==> src/rtl/clkctrl_sched.sv <==
// clkctrl_sched: sequencing controller for the PHI2-stopping clock switch.
// Drives the switch's speed request and divider code, resynchronises its
// status flags, confirms every speed change against them, holds off the
// return to high speed with an idle dwell, and flags hung switchovers.
module clkctrl_sched #(
    parameter int HOLD_LS     = 8,    // idle cycles before high speed is requested (1..255)
    parameter int TIMEOUT     = 64,   // cycles allowed for a switchover (2..1023)
    parameter int SYNC_STAGES = 2     // flop stages per status input (>=2)
) (
    input  logic       hsclk_in,
    input  logic       rst,
    input  logic       turbo_en,
    input  logic [1:0] div_cfg,
    input  logic       slow_req,
    input  logic       ls_hold,
    input  logic       err_clr,
    input  logic       hsclk_selected,
    input  logic       lsclk_selected,
    output logic       hsclk_sel,
    output logic [1:0] cpuclk_div_sel,
    output logic       ls_ready,
    output logic       hs_active,
    output logic       switch_err
);

    typedef enum logic [1:0] {
        LS_WAIT = 2'd0,   // low speed requested, waiting for the switch to confirm
        LS_RUN  = 2'd1,   // low speed confirmed; divider may change here only
        HS_WAIT = 2'd2,   // high speed requested, waiting for the switch to confirm
        HS_RUN  = 2'd3    // high speed confirmed
    } state_t;

    // Terminal counts of the dwell and switchover timers.
    localparam logic [7:0] HOLD_LAST = 8'(HOLD_LS - 1);
    localparam logic [9:0] TMO_LAST  = 10'(TIMEOUT - 1);

    state_t                 state;
    logic [7:0]             hold;
    logic [9:0]             tmo;
    logic [SYNC_STAGES-1:0] hs_sync;
    logic [SYNC_STAGES-1:0] ls_sync;
    logic                   hs_s;
    logic                   ls_s;
    logic                   slow_dem;
    logic                   div_diff;
    logic                   ls_confirmed;
    logic                   hs_confirmed;

    // Resynchronise the asynchronous switch status flags into the hsclk domain.
    always_ff @(posedge hsclk_in) begin
        if (rst) begin
            hs_sync <= '0;
            ls_sync <= '0;
        end else begin
            hs_sync <= {hs_sync[SYNC_STAGES-2:0], hsclk_selected};
            ls_sync <= {ls_sync[SYNC_STAGES-2:0], lsclk_selected};
        end
    end

    assign hs_s = hs_sync[SYNC_STAGES-1];
    assign ls_s = ls_sync[SYNC_STAGES-1];

    // Any demand source that must keep (or bring) the CPU at low speed.
    assign slow_dem = slow_req | ls_hold | ~turbo_en;

    // The configured divider differs from the one the switch is using.
    assign div_diff = (div_cfg != cpuclk_div_sel);

    // A speed is confirmed only when exactly one status flag is set; both
    // low is the PHI2-stopped gap during a switchover.
    assign ls_confirmed = ls_s & ~hs_s;
    assign hs_confirmed = hs_s & ~ls_s;

    // Speed sequencer with registered switch controls, status decodes and error flag.
    always_ff @(posedge hsclk_in) begin
        if (rst) begin
            state          <= LS_WAIT;
            hsclk_sel      <= 1'b0;
            cpuclk_div_sel <= 2'b10;
            ls_ready       <= 1'b0;
            hs_active      <= 1'b0;
            switch_err     <= 1'b0;
            hold           <= '0;
            tmo            <= '0;
        end else begin
            // NOTE: later nonblocking assignments to the same register in this
            // block override earlier ones, so defaults and the error clear come
            // first and the state-specific updates (including error set) follow.
            ls_ready  <= 1'b0;
            hs_active <= 1'b0;
            if (err_clr) begin
                switch_err <= 1'b0;
            end

            unique case (state)
                LS_WAIT: begin
                    if (ls_confirmed) begin
                        state <= LS_RUN;
                        tmo   <= '0;
                        hold  <= '0;
                    end else if (tmo == TMO_LAST) begin
                        // Nothing to fall back to: flag it and keep waiting.
                        switch_err <= 1'b1;
                        tmo        <= '0;
                    end else begin
                        tmo <= tmo + 10'd1;
                    end
                end

                LS_RUN: begin
                    if (!ls_s || hs_s) begin
                        // Status glitched or switch moved on its own: re-confirm.
                        state <= LS_WAIT;
                    end else begin
                        ls_ready <= 1'b1;
                        if (div_diff) begin
                            cpuclk_div_sel <= div_cfg;
                            hold           <= '0;
                        end else if (slow_dem) begin
                            hold <= '0;
                        end else if (hold == HOLD_LAST) begin
                            state     <= HS_WAIT;
                            hsclk_sel <= 1'b1;
                            ls_ready  <= 1'b0;
                            hold      <= '0;
                            tmo       <= '0;
                        end else begin
                            hold <= hold + 8'd1;
                        end
                    end
                end

                HS_WAIT: begin
                    if (slow_dem || div_diff) begin
                        state     <= LS_WAIT;
                        hsclk_sel <= 1'b0;
                        tmo       <= '0;
                    end else if (hs_confirmed) begin
                        state <= HS_RUN;
                    end else if (tmo == TMO_LAST) begin
                        switch_err <= 1'b1;
                        state      <= LS_WAIT;
                        hsclk_sel  <= 1'b0;
                        tmo        <= '0;
                    end else begin
                        tmo <= tmo + 10'd1;
                    end
                end

                HS_RUN: begin
                    if (slow_dem || div_diff || !hs_s) begin
                        state     <= LS_WAIT;
                        hsclk_sel <= 1'b0;
                        tmo       <= '0;
                    end else begin
                        hs_active <= 1'b1;
                    end
                end

                default: begin
                    state     <= LS_WAIT;
                    hsclk_sel <= 1'b0;
                    tmo       <= '0;
                end
            endcase
        end
    end

endmodule

==> config.mk <==
export PLATFORM = sky130hd
export DESIGN_NAME = clkctrl_sched
export DESIGN_NICKNAME = d
export VERILOG_FILES = /design/src/rtl/clkctrl_sched.sv
export SDC_FILE = /design/constraint.sdc
export NUM_CORES = 1
export LEC_CHECK = 0
export CORE_ASPECT_RATIO = 0.9
export CORE_MARGIN = 8
export CORE_UTILIZATION = 59
export DETAILED_ROUTE_END_ITERATION = 16
export PLACE_DENSITY = 0.8
export SLEW_MARGIN = 20
export SYNTH_ARGS = -nofsm -noshare
export SYNTH_HDL_FRONTEND = slang
export SYNTH_SLANG_ARGS = --single-unit
==> constraint.sdc <==
create_clock -name hsclk_in -period 4.6 [get_ports hsclk_in]
set_clock_uncertainty 0.2 [all_clocks]
set_input_delay 1.38 -clock hsclk_in [delete_from_list [all_inputs] [get_ports hsclk_in]]
set_output_delay 1.38 -clock hsclk_in [all_outputs]
set_load 0.03 [all_outputs]
-- Word-level counts from Yosys, hierarchy flattened
Cells that the tools add are included.
- input port bits: 10
- bits in latches: 0
- bits in writable memories: 0
- memories: 0
- register bits: 30
- logic and storage cells: 100
- output and inout port bits: 6
- bits in read-only memories: 0
- add/subtract/negate cells: 2
- bitwise logic cells: 10
- $mul: 0
- reduce and logical (&&, ||, !) cells: 15
- multiplexer cells: 45
- div/mod/pow operators: 0
- magnitude comparators: 0
- shift-type cells: 0
- equality and inequality tests: 18
- operators by type and width (kind ; count):
    two-way mux 10 bit ; 9
    two-way mux 8 bit ; 5
    one-hot mux 10 bit (4 select lines) ; 1
    two-way mux 2 bit ; 9
    two-way mux 1 bit ; 17
    one-hot mux 8 bit (2 select lines) ; 1
    != test 3 bit (second input constant) ; 5
    != test 2 bit (second input constant) ; 6
    AND reduction 6 bit ; 2
    adder 10 x 1 -> 10 bit (second input constant) ; 1
    == test 10 x 6 -> 1 bit (second input constant) ; 1
    adder 8 x 1 -> 8 bit (second input constant) ; 1
    == test 8 x 3 -> 1 bit (second input constant) ; 1
    one-hot mux 2 bit (4 select lines) ; 1
    AND reduction 8 bit ; 1
    NOT 1 bit ; 6
    AND reduction 3 bit ; 2
    == test 2 bit (second input constant) ; 2
    != test 4 bit (second input constant) ; 1
    logical OR 1 bit ; 3
    one-hot mux 1 bit (3 select lines) ; 1
    nonzero test 3 bit ; 1
    OR reduction 3 bit ; 1
    AND 1 bit ; 2
    other kinds (8) ; 10

-- Logic depth before layout (Yosys ltp)
- depth in word-level cells: 6
- depth in mapped cells: 8
- depth with buffers taken out: 7

-- Worst setup path before layout
No wires, ideal clock.
- path type: input to register
- start point: input div_cfg[1]
- end point: register hold[3]
- data required time: 4.329 ns
- stages: 6
- setup time: 0.071 ns
- slack: 1.417 ns
- arrival time: 2.913 ns
- path buffers: 0
- cells stage by stage: xor2_1 -> nor4_4 -> nand3b_2 -> or2_1 -> or3b_1 -> a21oi_1
- cells in the longest elaborated chain, start to end: 4
- RTL lines (element ; line ; source):
    start: declaration ; 13 ; input logic [1:0] div_cfg,
    != test 2 bit ; 67 ; assign div_diff = (div_cfg != cpuclk_div_sel);
    two-way mux 8 bit ; 116 ; if (div_diff) begin
    two-way mux 8 bit ; 111 ; if (!ls_s || hs_s) begin
    one-hot mux 8 bit (2 select lines) ; 95 ; unique case (state)
    end signal: assignment ; 128 ; hold <= hold + 8'd1;
    end: declaration ; 38 ; logic [7:0] hold;
Every way passes these cells. The select of a mux whose other input is x is not followed.
A chain may end at the register's enable or synchronous reset.

-- Worst setup path in the final report
Ends and elaborated chain as after synthesis.

==> metrics.yaml <==
synthesis:
  ys_top_cells_by_area: "dfxtp_1 (40%), nor2_1 (4.8%), xnor2_1 (4.7%), a21oi_1 (3.7%), nand3_1 (3.4%)"
  netlist_area_um2: 1490
  synth-main-ff-cell: "dfxtp_1"
  async_reset_ff_share_pct: 0
  synth_edf_count: 0
  syn_inst: 168
  yosys.area.top_type_share_pct: 40.3
  synth.distinct_cells: 47
  synth_top_cell_by_area: "dfxtp_1"
  synthesis.nets: 180
  synth-seq-area-share_pct: 40.3
  syn_avg_cell_area_um2: 8.87
  ys_ff_latch: 30
  yosysWarnings: 0
worst_setup_path:
  worstPathMaxFanout: 9
  crit_buf_inv: 1
  endpoint_kind: "register"
  cpLargestDelayFamily: "simple AND/OR/NAND/NOR gates"
  arrival_ns: 3.56
  crit_type: "in2reg"
  path_cells: "clkdlybuf4s50_1 > xor2_1 > nor4_4 > nand3b_2 > or2_1 > or3b_1 > a21oi_1"
  worst_setup_path_start_kind: "input port"
  worst_path_max_delay_cell: "nor4_4"
  cpPeakStageDelay_ns: 0.54
  worstPathRequired_ns: 4.64
route:
  drt_iter0_markers: 59
  vias: 1272
  wl_mm: 3.08
  vias_per_cell: 5.94
  drtAntennaViolNets: 0
  wire_per_inst_um: 14.4
  drc: 0
  first_pass_iters: 5
cts:
  cts-root-buf: "clkbuf_4"
  cts_buffer_depth: 2
  htreeDepth: 2
  numCtsBuffers: 5
  cts.sinks: 30
  postCtsHoldBufs: 0
  ctsResizeCount: 0
  cts_tree: "done"
  postCtsSetupBuffers: 0
  clock_latency_ns: 0.32
  path_clk_slew_ns: 0.09
layout:
  fillerInstances: 186
  fin_util_pct: 71.5
  final_common_cell: "dfxtp_1"
  final_cell_mix: "dfxtp_1 (30), nor2_1 (19), clkdlybuf4s50_1 (15)"
  fin_cells: 214
  layout.nets: 197
  num_antenna_cells: 0
  area_delta_synth_final_pct: 16.4
  drive_above_1_share_pct: 8.60
die:
  die_h_um: 63.7
  core_area_um2: 2420
  die_area_um2: 4390
  start_util_pct: 61.5
  chipWidth_um: 69.0
  row_count: 17
  io_pins: 16
grt:
  grt_pass1_vias: 1205
  overflow: 0
  grt_max_degree: 23
  gr-usage-all-layers_pct: 14.7
  grt_pass1_wl_mm: 5.11
  antenna_found_initial: 0
timing:
  fin_crit_ns: 3.52
  slew_violations: 0
  final-hold-violation-count: 0
  finalCritPeriodShare_pct: 76.5
  setup_tns_ns: 0
  rsz0062_at_grt: "no"
  worstMarginPinSlew_ns: 0.764
  setup_violations: 0
  fmax_ghz: 0.284
  max-slew-margin-rel_pct: 48.9
power_and_ir_drop:
  ir_drop_mv: 0.211
  power_density_nw_per_um2: 283
  p_leak_nw: 0.549
run:
  drv_cap: 0
placed_design:
  portBuffers: 15
  placedCellCount: 206
  dp_hpwl_mm: 2.25
  routabilityCongestion: 0.883
hold_path:
  hp-class: "reg2reg"
status:
  status: "finished, final reports clean"
-- layer usage --
layer / vias up / routed length [um] / GRT usage, % / part of all wire, %
met5: - / 0 / 0 / 0
met4: 0 / 44 / 7.27 / 1.4
met3: 6 / 241 / 5.48 / 7.8
met2: 36 / 1410 / 21.1 / 46
met1: 593 / 1390 / 18.6 / 45
li1: 637 / - / - / -
-- worst reg2reg max path, cell delays in order, from the launching register on --
cell and delay [ns]:
dfxtp_1 0.34, xor2_1 0.20, nor4_4 0.54, nand3b_2 0.22
or2_1 0.26, or3b_1 0.37, a21oi_1 0.14
-- where the power goes --
part | internal [mW] | total (mW) | switching, mW
Sequential | 0.264 | 0.269 | 0.00498
Combinational | 0.0148 | 0.0313 | 0.0165
Clock | 0.104 | 0.191 | 0.0863
Total | 0.383 | 0.491 | 0.108
-- cell families after synthesis --
logic type               count (synthesis)  share of synthesized area [%]
AND/OR/NAND/NOR                         78                           31.0
AO/OA/AOI/OAI                           36                           17.6
flip-flops                              30                           40.3
buffers and inverters                   11                           2.85
XOR/XNOR                                10                           5.88
adder cells (fa/ha/maj)                  2                           1.68
multiplexers                             1                          0.672
-- Yosys cell counts, drive strengths merged (2+ instances only) --
cell type and n:
a311oi 3, a211oi 3, a41oi 2, o21ai 6, xnor2 8, nand2 13
a32oi 2, nand3 10, inv 6, nor4 2, ha 2, a21oi 11
or3b 2, nor3b 2, clkbuf 4, xor2 2, nor2 20, or2 2
nand2b 5, dfxtp 30, nand3b 2, and3 4, nor2b 6, nand4 2
a2111oi 2, nor3 3
-- path summary, 6_finish.rpt --
check,from,end,slack [ns],depth (start not counted)
setup / recovery,div_cfg[1],hold[3],1.08,7
hold / removal,hs_sync[0],hs_sync[1],0.25,1
setup reg to reg,cpuclk_div_sel[1],hold[3],2.25,6
hold reg to reg,hs_sync[0],hs_sync[1],0.25,1
-- per-stage QoR --
step | worst slack [ns] | total power [mW] | hold slack [ns] | instance area [um2]
2_1_floorplan | 1.42 | 0.293 | 0.214 | 1490
3_3_place_gp | 0.833 | 0.305 | 0.227 | 1660
3_5_place_dp | 0.777 | 0.306 | 0.228 | 1660
4_1_cts | 1.11 | 0.494 | 0.249 | 1730
5_1_grt | 0.919 | 0.510 | 0.262 | 1730
6_report | 1.08 | 0.491 | 0.245 | 1730
-- state kept, by name, indices dropped and copies added, names as in the netlist --
register / cells
hold: 8
cpuclk_div_sel: 2
tmo: 10
ls_ready: 1
hs_sync: 2
switch_err: 1
hsclk_sel: 1
ls_sync: 2
state: 2
hs_active: 1
-- area by class of cell --
class                   instances  area [um2]  share of cell area (%)
clock buffers                   8        78.8                    4.55
multi-input cells             127         847                    48.8
well taps                      28        35.0                    2.02
repair buffers                 15         150                    8.66
inverters                       6        22.5                    1.30
flip-flops and latches         30         601                    34.6
Power figures use the tool's default switching activity.
